--- src/rtl/unidade_controle_if.sv ---
// ============================================================================
// unidade_controle_if : start/instruction handshake and datapath control word
// Rev 1.0
// ============================================================================
`default_nettype none

interface unidade_controle_if;
    logic       inicia;
    logic [8:0] instrucao;
    logic       escreve_R1, escreve_R2, escreve_R3;
    logic       escreve_R4, escreve_R5, escreve_R6;
    logic       escreve_RDM, escreve_REM;
    logic [1:0] seleciona_mux1, seleciona_mux2;
    logic       seleciona_mux3, seleciona_mux4, seleciona_mux5;
    logic       RD, OE, CS;
    logic [2:0] codigo;
    logic       ocupado, concluido, parado, erro_reg;

    modport master (
        output inicia, instrucao,
        input  escreve_R1, escreve_R2, escreve_R3, escreve_R4, escreve_R5, escreve_R6,
        input  escreve_RDM, escreve_REM,
        input  seleciona_mux1, seleciona_mux2, seleciona_mux3, seleciona_mux4, seleciona_mux5,
        input  RD, OE, CS, codigo, ocupado, concluido, parado, erro_reg
    );

    modport slave (
        input  inicia, instrucao,
        output escreve_R1, escreve_R2, escreve_R3, escreve_R4, escreve_R5, escreve_R6,
        output escreve_RDM, escreve_REM,
        output seleciona_mux1, seleciona_mux2, seleciona_mux3, seleciona_mux4, seleciona_mux5,
        output RD, OE, CS, codigo, ocupado, concluido, parado, erro_reg
    );
endinterface

`default_nettype wire

--- src/rtl/unidade_controle.sv ---
// ============================================================================
// unidade_controle : multicycle Moore control FSM for the simple CPU datapath
// Rev 1.0
// ============================================================================
`default_nettype none

module unidade_controle #(
    parameter int LAT_MEM = 2,
    parameter int CNT_W   = 2
) (
    input  logic                 clock,
    input  logic                 reset,
    unidade_controle_if.slave    bus
);

    typedef enum logic [3:0] {
        OCIOSO      = 4'd0,
        DECODIFICA  = 4'd1,
        EXECUTA     = 4'd2,
        ENDERECO    = 4'd3,
        LEITURA     = 4'd4,
        ESCREVE_REG = 4'd5,
        DADO        = 4'd6,
        GRAVA       = 4'd7,
        FIM         = 4'd8,
        PARADO      = 4'd9
    } state_t;

    localparam logic [CNT_W-1:0] CNT_LAST = CNT_W'(LAT_MEM - 1);
    localparam logic [CNT_W-1:0] CNT_MAX  = {CNT_W{1'b1}};

    state_t           state, next_state;
    logic [8:0]       instr;
    logic [CNT_W-1:0] cnt;
    logic [2:0]       op, rd, rs;
    logic             cnt_done, rd_ok;
    logic [2:0]       sel_rd, sel_rs;
    logic [5:0]       wr_onehot;

    // {bank, low}: R1..R4 -> bank 0, R5..R6 -> bank 1; invalid indices fall back to R1
    function automatic logic [2:0] map_sel(input logic [2:0] r);
        logic [2:0] m;
        m = 3'b000;
        if (r >= 3'd1 && r <= 3'd4)
            m = {1'b0, 2'(r - 3'd1)};
        else if (r == 3'd5 || r == 3'd6)
            m = {1'b1, 2'(r - 3'd5)};
        return m;
    endfunction

    assign op        = instr[8:6];
    assign rd        = instr[5:3];
    assign rs        = instr[2:0];
    assign rd_ok     = (rd != 3'd0) && (rd != 3'd7);
    assign sel_rd    = map_sel(rd);
    assign sel_rs    = map_sel(rs);
    assign wr_onehot = rd_ok ? (6'b000001 << (rd - 3'd1)) : 6'b000000;
    assign cnt_done  = (cnt == CNT_LAST);

    always_ff @(posedge clock) begin
        if (reset) begin
            state <= OCIOSO;
            instr <= 9'd0;
            cnt   <= '0;
        end else begin
            state <= next_state;
            if (state == OCIOSO && bus.inicia)
                instr <= bus.instrucao;
            if ((next_state == LEITURA && state != LEITURA) ||
                (next_state == GRAVA   && state != GRAVA))
                cnt <= '0;
            else if (cnt != CNT_MAX)
                cnt <= cnt + CNT_W'(1);
        end
    end

    always_comb begin
        next_state = state;
        case (state)
            OCIOSO:      if (bus.inicia) next_state = DECODIFICA;
            DECODIFICA: begin
                case (op)
                    3'd4, 3'd5: next_state = ENDERECO;
                    3'd7:       next_state = PARADO;
                    default:    next_state = EXECUTA;
                endcase
            end
            EXECUTA:     next_state = FIM;
            ENDERECO:    next_state = (op == 3'd4) ? LEITURA : DADO;
            LEITURA:     if (cnt_done) next_state = ESCREVE_REG;
            ESCREVE_REG: next_state = FIM;
            DADO:        next_state = GRAVA;
            GRAVA:       if (cnt_done) next_state = FIM;
            FIM:         next_state = OCIOSO;
            PARADO:      next_state = PARADO;
            default:     next_state = OCIOSO;
        endcase
    end

    logic [5:0] wr;
    logic       en_rdm, en_rem, mux3, mux4, mux5, rd_n, oe_n, cs_n;
    logic [1:0] mux1, mux2;
    logic [2:0] alu;
    logic       busy, done, halted, err;

    always_comb begin
        wr     = 6'b000000;
        en_rdm = 1'b0;
        en_rem = 1'b0;
        mux1   = 2'b00;
        mux2   = 2'b00;
        mux3   = 1'b0;
        mux4   = 1'b0;
        mux5   = 1'b0;
        rd_n   = 1'b1;
        oe_n   = 1'b1;
        cs_n   = 1'b1;
        alu    = 3'b000;
        busy   = (state != OCIOSO) && (state != PARADO);
        done   = 1'b0;
        halted = 1'b0;
        err    = 1'b0;
        case (state)
            EXECUTA: begin
                {mux3, mux1} = sel_rd;
                {mux4, mux2} = sel_rs;
                alu          = op;
                wr           = wr_onehot;
                err          = ~rd_ok;
            end
            ENDERECO: begin
                {mux4, mux2} = sel_rs;
                alu          = 3'b110;
                en_rem       = 1'b1;
            end
            LEITURA: begin
                cs_n   = 1'b0;
                oe_n   = 1'b0;
                en_rdm = cnt_done;
            end
            ESCREVE_REG: begin
                mux5 = 1'b1;
                wr   = wr_onehot;
                err  = ~rd_ok;
            end
            DADO: begin
                {mux4, mux2} = sel_rd;
                alu          = 3'b110;
                en_rdm       = 1'b1;
            end
            GRAVA: begin
                cs_n = 1'b0;
                rd_n = 1'b0;
            end
            FIM:     done   = 1'b1;
            PARADO:  halted = 1'b1;
            default: ;
        endcase
    end

    assign {bus.escreve_R6, bus.escreve_R5, bus.escreve_R4,
            bus.escreve_R3, bus.escreve_R2, bus.escreve_R1} = wr;
    assign bus.escreve_RDM    = en_rdm;
    assign bus.escreve_REM    = en_rem;
    assign bus.seleciona_mux1 = mux1;
    assign bus.seleciona_mux2 = mux2;
    assign bus.seleciona_mux3 = mux3;
    assign bus.seleciona_mux4 = mux4;
    assign bus.seleciona_mux5 = mux5;
    assign bus.RD             = rd_n;
    assign bus.OE             = oe_n;
    assign bus.CS             = cs_n;
    assign bus.codigo         = alu;
    assign bus.ocupado        = busy;
    assign bus.concluido      = done;
    assign bus.parado         = halted;
    assign bus.erro_reg       = err;

endmodule

`default_nettype wire

--- src/flat_wrapper.sv ---
// flat-port wrapper written by rule: the top's interface ports become plain ports
module unidade_controle_flat 
#(
    parameter int LAT_MEM = 2,
    parameter int CNT_W   = 2
)
  (clock, reset, bus_inicia, bus_instrucao, bus_escreve_R1, bus_escreve_R2, bus_escreve_R3, bus_escreve_R4, bus_escreve_R5, bus_escreve_R6, bus_escreve_RDM, bus_escreve_REM, bus_seleciona_mux1, bus_seleciona_mux2, bus_seleciona_mux3, bus_seleciona_mux4, bus_seleciona_mux5, bus_RD, bus_OE, bus_CS, bus_codigo, bus_ocupado, bus_concluido, bus_parado, bus_erro_reg);
  unidade_controle_if bus_i ();
  input  logic clock;
  input  logic reset;
  input wire logic [$bits(bus_i.inicia)-1:0] bus_inicia;
  input wire logic [$bits(bus_i.instrucao)-1:0] bus_instrucao;
  output wire logic [$bits(bus_i.escreve_R1)-1:0] bus_escreve_R1;
  output wire logic [$bits(bus_i.escreve_R2)-1:0] bus_escreve_R2;
  output wire logic [$bits(bus_i.escreve_R3)-1:0] bus_escreve_R3;
  output wire logic [$bits(bus_i.escreve_R4)-1:0] bus_escreve_R4;
  output wire logic [$bits(bus_i.escreve_R5)-1:0] bus_escreve_R5;
  output wire logic [$bits(bus_i.escreve_R6)-1:0] bus_escreve_R6;
  output wire logic [$bits(bus_i.escreve_RDM)-1:0] bus_escreve_RDM;
  output wire logic [$bits(bus_i.escreve_REM)-1:0] bus_escreve_REM;
  output wire logic [$bits(bus_i.seleciona_mux1)-1:0] bus_seleciona_mux1;
  output wire logic [$bits(bus_i.seleciona_mux2)-1:0] bus_seleciona_mux2;
  output wire logic [$bits(bus_i.seleciona_mux3)-1:0] bus_seleciona_mux3;
  output wire logic [$bits(bus_i.seleciona_mux4)-1:0] bus_seleciona_mux4;
  output wire logic [$bits(bus_i.seleciona_mux5)-1:0] bus_seleciona_mux5;
  output wire logic [$bits(bus_i.RD)-1:0] bus_RD;
  output wire logic [$bits(bus_i.OE)-1:0] bus_OE;
  output wire logic [$bits(bus_i.CS)-1:0] bus_CS;
  output wire logic [$bits(bus_i.codigo)-1:0] bus_codigo;
  output wire logic [$bits(bus_i.ocupado)-1:0] bus_ocupado;
  output wire logic [$bits(bus_i.concluido)-1:0] bus_concluido;
  output wire logic [$bits(bus_i.parado)-1:0] bus_parado;
  output wire logic [$bits(bus_i.erro_reg)-1:0] bus_erro_reg;
  assign bus_i.inicia = bus_inicia;
  assign bus_i.instrucao = bus_instrucao;
  assign bus_escreve_R1 = bus_i.escreve_R1;
  assign bus_escreve_R2 = bus_i.escreve_R2;
  assign bus_escreve_R3 = bus_i.escreve_R3;
  assign bus_escreve_R4 = bus_i.escreve_R4;
  assign bus_escreve_R5 = bus_i.escreve_R5;
  assign bus_escreve_R6 = bus_i.escreve_R6;
  assign bus_escreve_RDM = bus_i.escreve_RDM;
  assign bus_escreve_REM = bus_i.escreve_REM;
  assign bus_seleciona_mux1 = bus_i.seleciona_mux1;
  assign bus_seleciona_mux2 = bus_i.seleciona_mux2;
  assign bus_seleciona_mux3 = bus_i.seleciona_mux3;
  assign bus_seleciona_mux4 = bus_i.seleciona_mux4;
  assign bus_seleciona_mux5 = bus_i.seleciona_mux5;
  assign bus_RD = bus_i.RD;
  assign bus_OE = bus_i.OE;
  assign bus_CS = bus_i.CS;
  assign bus_codigo = bus_i.codigo;
  assign bus_ocupado = bus_i.ocupado;
  assign bus_concluido = bus_i.concluido;
  assign bus_parado = bus_i.parado;
  assign bus_erro_reg = bus_i.erro_reg;
  unidade_controle #(.LAT_MEM(LAT_MEM), .CNT_W(CNT_W)) u_core (.clock(clock), .reset(reset), .bus(bus_i));
endmodule
--- config.mk ---
export PLATFORM = sky130hd
export DESIGN_NAME = unidade_controle_flat
export DESIGN_NICKNAME = d
export VERILOG_FILES = /design/src/rtl/unidade_controle_if.sv /design/src/rtl/unidade_controle.sv /design/src/flat_wrapper.sv
export SDC_FILE = /design/constraint.sdc
export NUM_CORES = 1
export LEC_CHECK = 0
export ABC_AREA = 1
export ABC_CLOCK_PERIOD_IN_PS = 4700
export BUFFER_PORTS_ARGS = -buffer_cell sky130_fd_sc_hd__buf_2
export CORE_MARGIN = 2
export CORE_UTILIZATION = 41
export DETAILED_ROUTE_END_ITERATION = 16
export PLACE_DENSITY = 0.67
export SYNTH_ARGS = -nofsm -noshare
export SYNTH_HDL_FRONTEND = slang
export SYNTH_SLANG_ARGS = --single-unit
--- constraint.sdc ---
create_clock -name clock -period 4.7 [get_ports clock]
set_clock_uncertainty 0.1 [all_clocks]
set_input_delay 0.705 -clock clock [delete_from_list [all_inputs] [get_ports clock]]
set_output_delay 0.705 -clock clock [all_outputs]
set_load 0.05 [all_outputs]
==> summary.md, run 1 <==
| Metric | Value |
|---|---|
| Initial antenna violation count | 0 |
| HP Class | flop to flop |
| Crit-path max FO | 5 |
| Clock sinks | 15 |
| Core Area | 2500 um2 |
| Core Rows | 18 |
| Design area | 1320 um2 |
| Gpl congestion | approximately 0.9 |
| Register bit total from synthesis | 15 |
| Mapped Cells | roughly 170 |
| Post-DP HPWL | around 2.1 mm |
| Number of synthesized flops with an enable pin | 0 |
| PD cells | 288 nW/um2 |
| Post-layout minimum cycle time | roughly 2.9 ns |
| First-pass GRT wire length | ~4.5 mm |
| Setup CP Type | flop to primary output |
| Setup-failing EPs final | 0 |
| Final Hold Vio Count | 0 |
| Hold_ws | roughly 0.4 ns |
| Hold_sp | u_core.instr[2]$_SDFFE_PP0P_ |
| Syn Nets | 190 |
| Root buf cell | clkbuf_4 |
| Crit path launch type | flop |
| Die width | 55.5 um |
| Post-synth top area share | between 20% and 30% |
| Hold Buf Count CTS | 0 |
| Drt initial violations | 37 |
| Post-synth ARST share | 0% |
| Worst slew pin tran | 0.341 ns |
| Synth top cells by count | inv_1, nor2_1, nand2_1 |
| TritonCTS clock tree | yes |
| P_leak | around 0.71 nW |
| Input/output buffers | 36 |
| Die Footprint | 3080 um2 |
| Setup crit start | u_core.instr[3]$_SDFFE_PP0P_ |
| Sequential element share of the synthesized area | ~28% |
| Clk_lat worst skew | around 0.29 ns |
| Reg2reg start | u_core.state[1]$_SDFF_PP0_ |
| Cell Area, Synth | approximately 1100 um2 |
| Placed Instances | between 200 and 250 |
| Worst endpoint required time | 3.89 ns |
| Max_cap viols | 0 |
| # diodes | 0 |
| Reg area | between 300 and 400 um2 |
| RSZ-0062 raised after global routing | false |
| Fin crit share | between 60% and 70% |
| Setup tns final | 0 ns |
| Largest area contributor in the netlist | dfxtp_1 |
| Share of cells above drive strength 1 | 22.0% |
| Peak supply drop | roughly 0.00018 V |
| Area occupied by multi-input gates | roughly 650 um2 |
| Final slew viol count | 0 |
| DRT Pass-1 Iters | 4 |
| Critical Path End Type | primary output |
| Initial Utilization | around 43% |
| Max frequency | 347 MHz |
| Die height | approximately 55 um |
| Vias in the first global route | about 1000 |
| Post-DP Area | between 1000 and 1500 um2 |
| Pre-CTS WS | 2.17 ns |
| Detailed-route via count | between 1000 and 1500 |
| WL final | about 2.6 mm |
| Area contributors post-synth | dfxtp_1, ha_1, inv_1 |
| I/O pin count | 37 |
| Worst setup margin | approximately 1.8 ns |
| Area grow syn2layout | 20.9% |
| WP data arrival | 2.07 ns |
| Unique cell type count in the Yosys netlist | 21 |
| Status | finished clean |
| Top-count cell post-synth | inv_1 |
| Antenna viol nets, final | 0 |
| Clock slew at reported path FFs | about 0.1 ns |
| Number of H-tree levels | 1 |
| Tot GR Track Use | about 18% |
| Via density | 5.08 |
| Post_cts resized | 0 |
| Slew margin rel. | around 77% |
| Global route total overflow | 0 |
| Cts bufs inserted | 3 |
| Total power | about 0.38 mW |
| Yosys warns | 0 |
| CTS Buffer Depth | 2 |
| Postcts setup bufs | 0 |
| Synth Area per Inst | approximately 6.5 um2 |
| Fin nets | 229 |
| Fillcell total | 268 |
| Fin cells | 235 |
| Finished Core Util | between 50% and 60% |
| Top FF cell, synth | dfxtp_1 |
| Largest net degree at the start of global routing | 20 |
| Wire length per cell | 11.0 um |
| # DRC | 0 |
## critical path: stages, from the launching register on
cell and delay, ns:
dfxtp_1 0.34, inv_1 0.14, ha_1 0.22, inv_1 0.06, ha_1 0.18, a41o_1 0.22, nand2_1 0.08, nand2_1 0.07
o21ai_0 0.18, buf_2 0.30
## logic make-up after synthesis
family          after synthesis  share of synthesized area [%]
xor+xnor                      1                          0.806
fa+ha+maj                    11                           12.7
compound gates               35                           17.3
flops                        15                           27.6
simple gates                 71                           29.1
buf+inv                      34                           12.5
## cell usage in the layout (no fill, tap or decap)
master / n
nand3_2: 2
a31oi_1: 2
dfxtp_1: 15
o21a_1: 1
xor2_1: 1
clkbuf_4: 3
ha_1: 11
nand3_1: 10
nor2_2: 3
nor2_1: 26
inv_2: 1
inv_1: 31
nand4_1: 4
clkbuf_1: 1
a41o_1: 1
o21ai_0: 16
a21oi_1: 14
nand2_1: 21
buf_2: 36
nor3_1: 4
a211oi_1: 1
nor4_1: 1
## registers in the layout, indices dropped and copies added, names as in the netlist
register	cells
u_core.cnt	2
u_core.instr	9
u_core.state	4
## worst paths after layout
| kind | endpoint | slack (ns) | cells after the start |
|---|---|---|---|
| hold reg to reg | u_core.instr[2]$_SDFFE_PP0P_ | 0.41 | 2 |
| hold / removal | u_core.instr[2]$_SDFFE_PP0P_ | 0.41 | 2 |
| setup reg to reg | u_core.cnt[0]$_SDFFE_PP0P_ | 2.99 | 7 |
| setup / recovery | bus_seleciona_mux2[0] | 1.82 | 9 |
## metal layers
layer / track usage [%] / vias to the layer above / routed length [um]
li1: - / 618 / -
met1: 22.1 / 536 / 1130
met2: 30.8 / 35 / 1290
met3: 2.34 / 4 / 136
met4: 7.32 / 0 / 36
met5: 0 / - / 0
## cell type report
class	instances	area share, %
multi-input combinational	118	49.5
sequential	15	22.8
timing repair buffer	36	13.7
inverter	32	9.13
tap	30	2.85
clock buffer	4	2.00
## power by group
| part | leakage, nW | internal (mW) | switching [mW] | total, mW |
|---|---|---|---|---|
| sequential | 0.124 | 0.143 | 0.0135 | 0.157 |
| combinational | 0.570 | 0.0446 | 0.0991 | 0.144 |
| clock | 0.0150 | 0.0330 | 0.0456 | 0.0786 |
(Power assumes the default switching activity.)
==> inputs of run 2 (changes only) <==
ABC_CLOCK_PERIOD_IN_PS = 2600   (was 4700)
PLACE_DENSITY = 0.7   (was 0.67)
clock period = 2.6 ns   (was 4.7 ns; I/O delays follow)
==> run 2 against run 1 <==
Count of clock-buffer cells in the layout unchanged. Critical path depth unchanged. Wire length up 2.8%. Final cell count up 0.43%. Die area unchanged. Power up 84%. Flip-flop and latch count unchanged. Worst setup slack worse by 1.7 ns. Hold slack worse by 0.19 ns. First-iteration DRC count up 14%. Critical path type unchanged. Largest power group unchanged.
==> summary.md, run 2 (synthesis results as in run 1) <==
| Metric | Value |
|---|---|
| Crit-path max FO | 4 (-1) |
| Worst hold path endpoint | u_core.state[3]$_SDFF_PP0_ |
| Setup CP Type | flop to primary output |
| Routed wire length on met2 | 1.26 mm (-2.2%) |
| HP Class | input port to flop |
| Crit. path cell count | 9 (unchanged) |
| RSZ-0062 raised after global routing | false |
| Worst R2R End | u_core.cnt[1]$_SDFFE_PP0P_ |
| TritonCTS clock tree | yes |
| Crit path launch type | flop |
| Die width | 55.5 um (unchanged) |
| Max_cap viols | 0 (unchanged) |
| PD cells | 513 nW/um2 (+78%) |
| Top delay family on crit path | buffers and inverters |
| DRT Pass-1 Iters | 4 (unchanged) |
| Reg2Reg Depth | 7 (unchanged) |
| Design area | 1360 um2 (+3.3%) |
| WL final | 2.66 mm (+2.8%) |
| Drt initial violations | 42 (+14%) |
| Status | finished clean |
| Area grow syn2layout | 25.0% |
| Root buf cell | clkbuf_4 |
| I/O pin count | 37 (unchanged) |
| Core Area | 2500 um2 (unchanged) |
| Biggest regs | u_core.instr (9), u_core.state (4), u_core.cnt (2) |
| Hold path depth | 2 (unchanged) |
| Post-layout minimum cycle time | about 2.4 ns |
| Setup tns final | 0 ns (unchanged) |
| Hold_sp | reset |
| Via density | 5.19 (+2.3%) |
| Setup slack, reg-to-reg | 0.86 ns (-2.13 ns) |
| First-pass GRT wire length | 4.66 mm (+4.7%) |
| P_leak | 0.718 nW (+1.4%) |
| Wire length per cell | 11.3 um (+2.3%) |
| Wl on met1 | 1.13 mm (-0.18%) |
| Input/output buffers | 36 (unchanged) |
| Top Layer Used | met4 |
| Worst path bufs/invs | 3 (unchanged) |
| Total power | 0.698 mW (+84%) |
| Initial antenna violation count | 0 (unchanged) |
| Core Rows | 18 (unchanged) |
| Wire length on met3 | 185 um (+36%) |
| Clock sinks | 15 (unchanged) |
| Clock slew at reported path FFs | 0.09 ns (about the same) |
| Setup-failing EPs final | 0 (unchanged) |
| Fin crit share | 93.6% |
| Global route total overflow | 0 (unchanged) |
| Largest net degree at the start of global routing | 20 (unchanged) |
| Slowest cell on the critical path | dfxtp_1 |
| Post-DP Area | 1320 um2 (+2.7%) |
| CP peak stage delay | 0.34 ns (about the same) |
| WP data arrival | 1.94 ns (-0.13 ns) |
| CP cell instances | inv_1 > ha_1 > inv_1 > ha_1 > a41o_1 > nand2_1 > nand2_1 > o21ai_1 > clkbuf_4 |
| Slew margin rel. | 72.7% (-4.6 points) |
| Area occupied by multi-input gates | 678 um2 (+4.2%) |
| Reg area | 300 um2 (unchanged) |
| CTS Buffer Depth | 2 (unchanged) |
| Die height | 55.5 um (unchanged) |
| Antenna viol nets, final | 0 (unchanged) |
| Max frequency | between 400 and 500 MHz |
| Post-DP HPWL | 2.12 mm (+2.1%) |
| Final slew viol count | 0 (unchanged) |
| Commonest non-fill, non-tap cell in the layout | buf_2 |
| Peak supply drop | 0.000375 V (+100%) |
| # diodes | 0 (unchanged) |
| Gpl congestion | 0.911 (+2.9%) |
| Worst endpoint required time | 2.11 ns (-1.78 ns) |
| Fin nets | 230 (+0.44%) |
| Die Footprint | 3080 um2 (unchanged) |
| Most frequent cells in the layout | buf_2, inv_1, nor2_1, nand2_1, dfxtp_1 |
| Tot GR Track Use | 18.3% (+0.51 points) |
| Detailed-route via count | 1226 (+2.8%) |
| Clk_lat worst skew | 0.29 ns (about the same) |
| Initial Utilization | 43.5% (unchanged) |
| # DRC | 0 (unchanged) |
| Number of H-tree levels | 1 (unchanged) |
| Cts bufs inserted | 3 (unchanged) |
| Fillcell total | 265 (-1.1%) |
| Reg2reg start | u_core.state[1]$_SDFF_PP0_ |
| Final Hold Vio Count | 0 (unchanged) |
| Number of flip-flops in the largest register | 9 (unchanged) |
| Vias in the first global route | 1133 (+8.5%) |
| Share of cells above drive strength 1 | 24.8% (+2.8 points) |
| Setup crit start | u_core.instr[4]$_SDFFE_PP0P_ |
| Largest Register | u_core.instr |
| Critical Path End Type | primary output |
| Worst slew pin tran | 0.408 ns (+0.0678 ns) |
| Hold Buf Count CTS | 0 (unchanged) |
## run 2: changes by cell type in the layout (fill, tap and decap cells not counted), sizes merged
cell    before  now
clkbuf       4    5
## run 2: worst max path at each step
stage / endpoint / slack (ns)
2_1_floorplan: bus_seleciona_mux4 / 0.04
5_1_grt: bus_escreve_R1 / 0.02
4_1_cts: bus_seleciona_mux2[1] / 0.10
6_report: bus_seleciona_mux2[0] / 0.17
3_5_place_dp: bus_seleciona_mux2[1] / 0.44
3_3_place_gp: bus_seleciona_mux2[0] / 0.51
## run 2: worst register-to-register path: cells and delay by family (launching register included)
kind / cells / cell delay (ns)
and+or+nand+nor: 7 / 1.19
DFF: 1 / 0.39
## run 2: report_power, final
part,leakage [nW],total (mW),switching (mW),internal [mW]
clock network,0.0150,0.140,0.0801,0.0597
logic,0.579,0.273,0.189,0.0841
registers,0.124,0.284,0.0253,0.259
total,0.718,0.698,0.295,0.403
## run 2: cell type report
type                       instances  area share [%]
timing repair buffer              37            14.5
tap                               30            2.76
inverter                          32            8.84
multi-input combinational        118            49.9
sequential                        15            22.1
clock buffer                       4            1.93
## run 2: metal layers
metal / global-route usage (%) / up-vias
met5: 0 / -
met3: 2.81 / 11
li1: - / 622
met1: 22.4 / 542
met4: 10.5 / 0
met2: 30.3 / 51
## run 2: timing repair
action | CTS | global route
endpoints found under the setup margin | 0 | 2
setup buffers | 0 | 0
gates resized for setup | 0 | 5
## run 2: stage by stage
step	std cells	util (%)	hold slack (ns)	setup slack [ns]
2_1_floorplan	167	-	0.356	0.0374
3_3_place_gp	232	53.0	0.388	0.510
3_5_place_dp	232	53.0	0.397	0.440
4_1_cts	236	54.0	0.210	0.100
5_1_grt	236	54.4	0.235	0.0196
6_report	236	54.4	0.221	0.165
